[src/rtl/nts_api_router.sv]
`default_nettype none
// ============================================================================
// Module  : nts_api_router
// Brief   : Routes one external register bus onto SLAVES internal register
//           ports with per-slave ready handshake, bounded timeout and error
//           response for unmapped or timed-out accesses.
// Rev     : 1.0 - initial release
// ============================================================================
module nts_api_router #(
    parameter int                    SLAVES         = 8,
    parameter int                    EXT_ADDR_WIDTH = 12,
    parameter int                    INT_ADDR_WIDTH = 8,
    parameter int                    DATA_WIDTH     = 32,
    parameter int                    TIMEOUT        = 16,
    parameter logic [DATA_WIDTH-1:0] ERROR_WORD     = 32'hDEAD_BEEF
) (
    input  logic                         i_clk,
    input  logic                         i_areset_n,
    input  logic                         i_external_api_cs,
    input  logic                         i_external_api_we,
    input  logic [EXT_ADDR_WIDTH-1:0]    i_external_api_address,
    input  logic [DATA_WIDTH-1:0]        i_external_api_write_data,
    output logic [DATA_WIDTH-1:0]        o_external_api_read_data,
    output logic                         o_external_api_read_data_valid,
    output logic                         o_busy,
    output logic                         o_error,
    output logic                         o_overrun,
    output logic [SLAVES-1:0]            o_internal_api_cs,
    output logic                         o_internal_api_we,
    output logic [INT_ADDR_WIDTH-1:0]    o_internal_api_address,
    output logic [DATA_WIDTH-1:0]        o_internal_api_write_data,
    input  logic [SLAVES-1:0]            i_internal_api_ready,
    input  logic [SLAVES*DATA_WIDTH-1:0] i_internal_api_read_data
);

    localparam int IDX_W = EXT_ADDR_WIDTH - INT_ADDR_WIDTH;
    localparam int CNT_W = (TIMEOUT > 1) ? $clog2(TIMEOUT) : 1;

    localparam logic [CNT_W-1:0] C_CNT_LAST = CNT_W'(TIMEOUT - 1);
    localparam logic [IDX_W:0]   C_SLAVES   = (IDX_W + 1)'(SLAVES);

    typedef enum logic [1:0] {
        ST_IDLE   = 2'd0,
        ST_ACCESS = 2'd1,
        ST_DONE   = 2'd2
    } state_t;

    state_t                    r_state;
    logic [CNT_W-1:0]          r_cnt;
    logic [SLAVES-1:0]         r_cs;
    logic                      r_int_we;
    logic [INT_ADDR_WIDTH-1:0] r_int_addr;
    logic [DATA_WIDTH-1:0]     r_int_wdata;
    logic [DATA_WIDTH-1:0]     r_rdata;
    logic                      r_valid;
    logic                      r_busy;
    logic                      r_error;
    logic                      r_overrun;

    logic [IDX_W-1:0]          w_ext_idx;
    logic                      w_accept;
    logic                      w_unmapped;
    logic                      w_sel_ready;
    logic [SLAVES-1:0]         w_onehot;
    logic [DATA_WIDTH-1:0]     w_sel_data;

    assign w_ext_idx   = i_external_api_address[EXT_ADDR_WIDTH-1:INT_ADDR_WIDTH];
    assign w_accept    = i_external_api_cs && (r_state != ST_ACCESS);
    // Extra MSB keeps the compare correct when SLAVES fills the whole index space
    assign w_unmapped  = ({1'b0, w_ext_idx} >= C_SLAVES);
    // r_cs is one-hot during ACCESS, so masking selects exactly one ready
    assign w_sel_ready = |(r_cs & i_internal_api_ready);

    always_comb begin
        w_onehot   = '0;
        w_sel_data = '0;
        for (int k = 0; k < SLAVES; k++) begin
            w_onehot[k] = (w_ext_idx == IDX_W'(k));
            w_sel_data  = w_sel_data |
                          ({DATA_WIDTH{r_cs[k]}} & i_internal_api_read_data[k*DATA_WIDTH +: DATA_WIDTH]);
        end
    end

    always_ff @(posedge i_clk or negedge i_areset_n) begin
        if (!i_areset_n) begin
            r_state     <= ST_IDLE;
            r_cnt       <= '0;
            r_cs        <= '0;
            r_int_we    <= 1'b0;
            r_int_addr  <= '0;
            r_int_wdata <= '0;
            r_rdata     <= '0;
            r_valid     <= 1'b0;
            r_busy      <= 1'b0;
            r_error     <= 1'b0;
            r_overrun   <= 1'b0;
        end else begin
            r_valid   <= 1'b0;
            r_error   <= 1'b0;
            r_overrun <= 1'b0;
            case (r_state)
                ST_ACCESS: begin
                    r_overrun <= i_external_api_cs;
                    if (w_sel_ready || (r_cnt == C_CNT_LAST)) begin
                        r_state     <= ST_DONE;
                        r_valid     <= 1'b1;
                        r_busy      <= 1'b0;
                        r_cs        <= '0;
                        r_int_we    <= 1'b0;
                        r_int_addr  <= '0;
                        r_int_wdata <= '0;
                        // A ready on the final counted cycle still wins over timeout
                        if (w_sel_ready) begin
                            r_rdata <= r_int_we ? '0 : w_sel_data;
                        end else begin
                            r_rdata <= ERROR_WORD;
                            r_error <= 1'b1;
                        end
                    end else begin
                        r_cnt <= r_cnt + 1'b1;
                    end
                end
                default: begin
                    if (w_accept) begin
                        if (w_unmapped) begin
                            r_state <= ST_DONE;
                            r_rdata <= ERROR_WORD;
                            r_valid <= 1'b1;
                            r_error <= 1'b1;
                            r_busy  <= 1'b0;
                        end else begin
                            r_state     <= ST_ACCESS;
                            r_cnt       <= '0;
                            r_cs        <= w_onehot;
                            r_int_we    <= i_external_api_we;
                            r_int_addr  <= i_external_api_address[INT_ADDR_WIDTH-1:0];
                            r_int_wdata <= i_external_api_write_data;
                            r_busy      <= 1'b1;
                        end
                    end else begin
                        r_state <= ST_IDLE;
                        r_busy  <= 1'b0;
                    end
                end
            endcase
        end
    end

    assign o_external_api_read_data       = r_rdata;
    assign o_external_api_read_data_valid = r_valid;
    assign o_busy                         = r_busy;
    assign o_error                        = r_error;
    assign o_overrun                      = r_overrun;
    assign o_internal_api_cs              = r_cs;
    assign o_internal_api_we              = r_int_we;
    assign o_internal_api_address         = r_int_addr;
    assign o_internal_api_write_data      = r_int_wdata;

endmodule
`default_nettype wire

[config.mk]
export PLATFORM = sky130hd
export DESIGN_NAME = nts_api_router
export DESIGN_NICKNAME = d
export VERILOG_FILES = /design/src/rtl/nts_api_router.sv
export SDC_FILE = /design/constraint.sdc
export NUM_CORES = 1
export LEC_CHECK = 0
export CAP_MARGIN = 30
export CORE_AREA = 2 2 153 155
export DETAILED_ROUTE_END_ITERATION = 10
export DIE_AREA = 0 0 155 157
export GPL_TIMING_DRIVEN = 0
export PLACE_DENSITY = 0.67
export SYNTH_ARGS = -nofsm -noshare
export SYNTH_HDL_FRONTEND = slang
export SYNTH_SLANG_ARGS = --single-unit
[constraint.sdc]
create_clock -name i_clk -period 2.75 [get_ports i_clk]
set_clock_uncertainty 0.15 [all_clocks]
set_input_delay 0.4125 -clock i_clk [delete_from_list [all_inputs] [get_ports i_clk]]
set_output_delay 0.4125 -clock i_clk [all_outputs]
set_load 0.01 [all_outputs]
Word level (Yosys, flattened, before mapping) --
Index checks and enable logic that the tools add are counted.
Storage, ports and cells: register bits after elaboration 91, output and inout bits 85, logic and storage cells 91
Operators by class: add/sub/neg operators 1, $lt $le $gt $ge 1, equal/unequal tests 13, mux-type cells 40, bitwise logic cells 16, reductions and logical operators 9
Operators by type and width (number):
- 32-bit 2-to-1 mux | 10
- 32-bit bitwise AND | 8
- 32-bit OR | 7
- 8-bit 2-to-1 mux | 7
- 4-bit by 3-bit equality test with 1-bit output, second input constant | 4
- 4-bit 2-to-1 mux | 4
- 1-bit 2-to-1 mux | 15
- 3-bit AND reduction | 3
- 8-bit bitwise AND | 1
- 4-bit by 2-bit equality test with 1-bit output, second input constant | 2
- 2-bit 2-to-1 mux | 4
- 8-bit OR reduction | 1
- 4-bit by 1-bit adder with 4-bit output, second input constant | 1
- 4-bit by 1-bit equality test with 1-bit output, second input constant | 1
- 4-bit equality test, second input constant | 1
- 4-bit greater-or-equal comparator, second input constant | 1
- 4-bit logical NOT | 1
- 2-bit by 1-bit inequality test with 1-bit output, second input constant | 2
- 2-bit inequality test, second input constant | 2
- 2-bit nonzero test | 2
- 2-bit by 1-bit equality test with 1-bit output, second input constant | 1
- 1-bit logical AND | 1
- 1-bit logical OR | 1

Longest topological paths before layout --
word-level depth 12, mapped depth 8, gate-level depth less buffers 6

Worst setup path before layout --
OpenSTA, ideal clock, no wires.
path type flip-flop to flip-flop, start point register r_cs[2] (netlist: o_internal_api_cs[2]), end point register r_rdata[10] (netlist: o_external_api_read_data[10]), library setup time 121 ps, arrival 2107 ps, setup slack 372 ps, cell stages (with the launch flop) 9, period minus slack after synthesis 2378 ps, cells stage by stage dfrtp_1 buf_6 a22o_1 or4_1 buf_2 o21ai_4 inv_4 buf_6 o22a_1
Between the ends: cells in the longest elaborated chain, start to end 11, elaborated cells on any way between the ends 16
RTL lines:
- from (decl) | line 50 | logic [SLAVES-1:0] r_cs;
- from (signal assigned) | line 134 | r_cs <= w_onehot;
- 32-bit bitwise AND | line 80 | ({DATA_WIDTH{r_cs[k]}} & i_internal_api_read_data[k*DATA_WIDTH +: DATA_WIDTH]);
- 32-bit OR (6 in a row) | line 79 | w_sel_data = w_sel_data |
- 32-bit 2-to-1 mux | line 114 | r_rdata <= r_int_we ? '0 : w_sel_data;
- 32-bit 2-to-1 mux | line 113 | if (w_sel_ready) begin
- 32-bit 2-to-1 mux | line 104 | if (w_sel_ready || (r_cnt == C_CNT_LAST)) begin
- 32-bit 2-to-1 mux | line 101 | case (r_state)
- to (signal assigned) | line 114
- to (decl) | line 54 | logic [DATA_WIDTH-1:0] r_rdata;
Parallel ways exist; a longest one is shown, timed or not. The select of a mux whose other input is x is not followed. A chain may end at the register's enable or synchronous reset.

Worst setup path after layout --
start point register r_cs[1] (netlist: o_internal_api_cs[1]), end point register r_rdata[28] (netlist: o_external_api_read_data[28])
Between the ends: cells in the longest elaborated chain, start to end 12, elaborated cells on any way between the ends 17
RTL lines (line):
- 32-bit bitwise AND | 80
- 32-bit OR (7 in a row) | 79
- 32-bit 2-to-1 mux | 114
- 32-bit 2-to-1 mux | 113
- 32-bit 2-to-1 mux | 104
- 32-bit 2-to-1 mux | 101
Parallel ways exist; a longest one is shown, timed or not. The select of a mux whose other input is x is not followed.

==> impl_metrics.py <==
metrics = {
    "run_status": {
        "status": "completed",
    },
    "clocking": {
        "cts_buffers": 9,
        "clk_path_buf_depth": 2,
        "clock_latency_ns": 0.35,
        "clk_pin_slew_ns": 0.07,
        "h-tree-depth": 3,
        "clock_sinks": 90,
        "root_buffer": "clkbuf_16",
        "cts_tree": "done",
    },
    "synth": {
        "ys_ff_latch": 90,
        "yosysUniqueCellTypes": 32,
        "syn-cell-area_um2": 4900,
        "syn_nets": 838,
        "postSynth.asyncResetShare_pct": 100,
        "ys.flop_type": "dfrtp_1",
        "avgSynthCellArea_um2": 9.34,
        "netlist_instances": 525,
        "synth-edff-count": 0,
        "seq_area_frac_synth_pct": 45.9,
        "yosysWarnings": 0,
    },
    "min_path": {
        "min_path_type": "reg2reg",
    },
    "grt": {
        "gr-total-overflow": 0,
        "grt_pass1_wl_mm": 42.1,
        "grt_pass1_vias": 6481,
        "grt_max_degree": 53,
        "grt_usage_pct": 23.6,
        "antenna_found_initial": 2,
    },
    "final_layout": {
        "fillers": 2249,
        "fin_nets": 1243,
        "register_area_um2": 2250,
        "drive_gt1_share_pct": 3.53,
        "fin_cells": 1223,
        "syn_to_final_growth_pct": 94.9,
        "multiInputGateArea_um2": 2430,
    },
    "sta": {
        "hold_violations": 0,
        "slew_viol_final": 0,
        "period_share_pct": 95.9,
        "fin_crit_ns": 2.64,
        "rsz0062_at_grt": "no",
        "finalSetupViolCount": 0,
        "finalSetupTns_ns": 0,
        "fmax_mhz": 379,
        "worstMarginPinSlew_ns": 0.995,
        "relSlewSlack_pct": 33.7,
    },
    "routing": {
        "vias": 6440,
        "totalWireLength_mm": 30.0,
        "drtAntennaViolNets": 0,
        "dr_wl_met3_mm": 3.08,
        "met2_length_mm": 14.6,
        "drcViolationCount": 0,
        "drt-pass1-iter-count": 6,
        "top_layer_used": "met4",
        "drtIter0Drc": 464,
        "wl_per_cell_um": 24.5,
        "via_per_inst": 5.27,
        "wl_met1_mm": 11.4,
    },
    "worst_setup_path": {
        "required_ns": 2.88,
        "worst_setup_path_start_kind": "flip-flop",
        "cp.arrival_ns": 2.77,
        "worstPathMaxFanout": 10,
        "critPathKind": "reg2reg",
        "cp-end-kind": "flip-flop",
    },
    "flow_run": {
        "drv_cap": 0,
    },
    "pwr": {
        "ir_drop_mv": 0.512,
        "p_leak_uw": 0.00346,
        "power_density_nw_per_um2": 780,
    },
    "floorplanning": {
        "dieArea_um2": 24300,
        "core_um2": 22500,
        "pin_count": 397,
        "initial_core_util_pct": 21.8,
        "die_w_um": 155,
        "die_height_um": 157,
        "fp-row-count": 55,
    },
    "placement": {
        "hpwl_mm": 23.4,
        "gp_congestion": 0.915,
        "port_buffers": 396,
        "placed_cells": 1207,
    },
}
==> cell usage after synthesis, types with 3 or more instances <==
library cell  count  area, um2
a22oi_1         128        961
nand2_1          96        360
dfrtp_1          90       2250
clkbuf_1         49        184
a21oi_1          36        180
a41oi_1          24        210
o22a_1           24        210
o21ai_0          17       85.1
a22o_1           12        105
nand4_1          10       62.6
nand3_1           4       20.0
buf_6             3       33.8
nand4b_1          3       26.3
==> registers in the layout, summed over array words and instances, names as in the netlist, 4 cells and up <==
name	flops
o_external_api_read_data	32
r_cnt	4
o_internal_api_address	8
o_internal_api_cs	8
o_internal_api_write_data	32
==> worst max-delay path, cell delays in order (launching register included) <==
cell and delay, ns:
dfrtp_1 0.61, a22o_1 0.38, o41ai_4 0.65, clkbuf_1 0.52, o22a_1 0.25
==> path summary, 6_finish.rpt <==
path | slack [ns] | end | startpoint | cells past startpoint
max in group asynchronous | 1.28 | o_internal_api_cs[6] | i_areset_n | 3
min reg2reg | 0.33 | r_cnt[3] | r_cnt[3] | 1
max | 0.11 | o_external_api_read_data[28] | o_internal_api_cs[1] | 4
min | 0.33 | r_cnt[3] | r_cnt[3] | 1
min in group asynchronous | 0.47 | o_external_api_read_data[27] | i_areset_n | 2
max reg2reg | 0.11 | o_external_api_read_data[28] | o_internal_api_cs[1] | 4
==> routing by layer <==
layer | track usage, % | up-vias
met5 | 0 | -
met4 | 9.13 | 0
met3 | 7.98 | 56
met2 | 40.3 | 397
met1 | 27.3 | 3139
li1 | - | 2848
==> per-stage QoR <==
stage / hold slack, ns / worst slack [ns] / instance area [um2] / util, % / total power [uW]
floorplan: -0.0331 / 0.372 / 4900 / - / 3900
global placement: 0.324 / -2.56 / 9220 / 41.0 / 6230
detailed placement: 0.292 / -0.367 / 9250 / 41.1 / 6260
CTS: 0.338 / 0.0463 / 9550 / 42.4 / 7510
global route: 0.371 / 0.00841 / 9560 / 42.5 / 7890
finish: 0.334 / 0.114 / 9560 / 42.5 / 7450
==> cells by family (layout without fill, tap and decap cells) <==
kind of cell / after synthesis / in the layout / synth area share (%)
AO/OA/AOI/OAI: 245 / 245 / 36.7
AND/OR/NAND/NOR: 128 / 128 / 11.6
flip-flops: 90 / 90 / 45.9
buffers and inverters: 59 / 469 / 5.08
multiplexers: 2 / 2 / 0.408
adder cells (fa/ha/maj): 1 / 1 / 0.255
other: 0 / 3 / 0
==> power breakdown <==
part,internal (uW),switching (uW)
Clock,616,569
Combinational,2050,2000
Sequential,1870,349
==> placed cells by master, fill, tap and decap left out, types with 3 or more instances in the layout <==
| master | n |
|---|---|
| a21oi_1 | 35 |
| a22o_1 | 12 |
| a22oi_1 | 128 |
| a41oi_1 | 24 |
| buf_6 | 3 |
| clkbuf_1 | 44 |
| clkbuf_16 | 9 |
| clkdlybuf4s50_1 | 395 |
| clkinv_2 | 3 |
| dfrtp_1 | 88 |
| diode_2 | 3 |
| nand2_1 | 96 |
| nand3_1 | 4 |
| nand4_1 | 10 |
| nand4b_1 | 3 |
| o21ai_0 | 17 |
| o22a_1 | 24 |
==> timing repair <==
action,in CTS,in global routing
buffers inserted,1,0
hold endpoints to repair,38,0
pin swaps,1,0
resized for setup,6,1
endpoints found under the setup margin,57,4
hold buffers,1,0
==> layout make-up <==
type	instances	area share, %
flip-flops and latches	90	23.6
repair buffers	399	41.9
diodes	3	0.0785
inverters	3	0.144
well taps	285	3.73
multi-input cells	376	25.4
clock buffers	10	2.40
clock inverters	6	0.419
plain buffers	51	2.28
(Power assumes the default switching activity.)
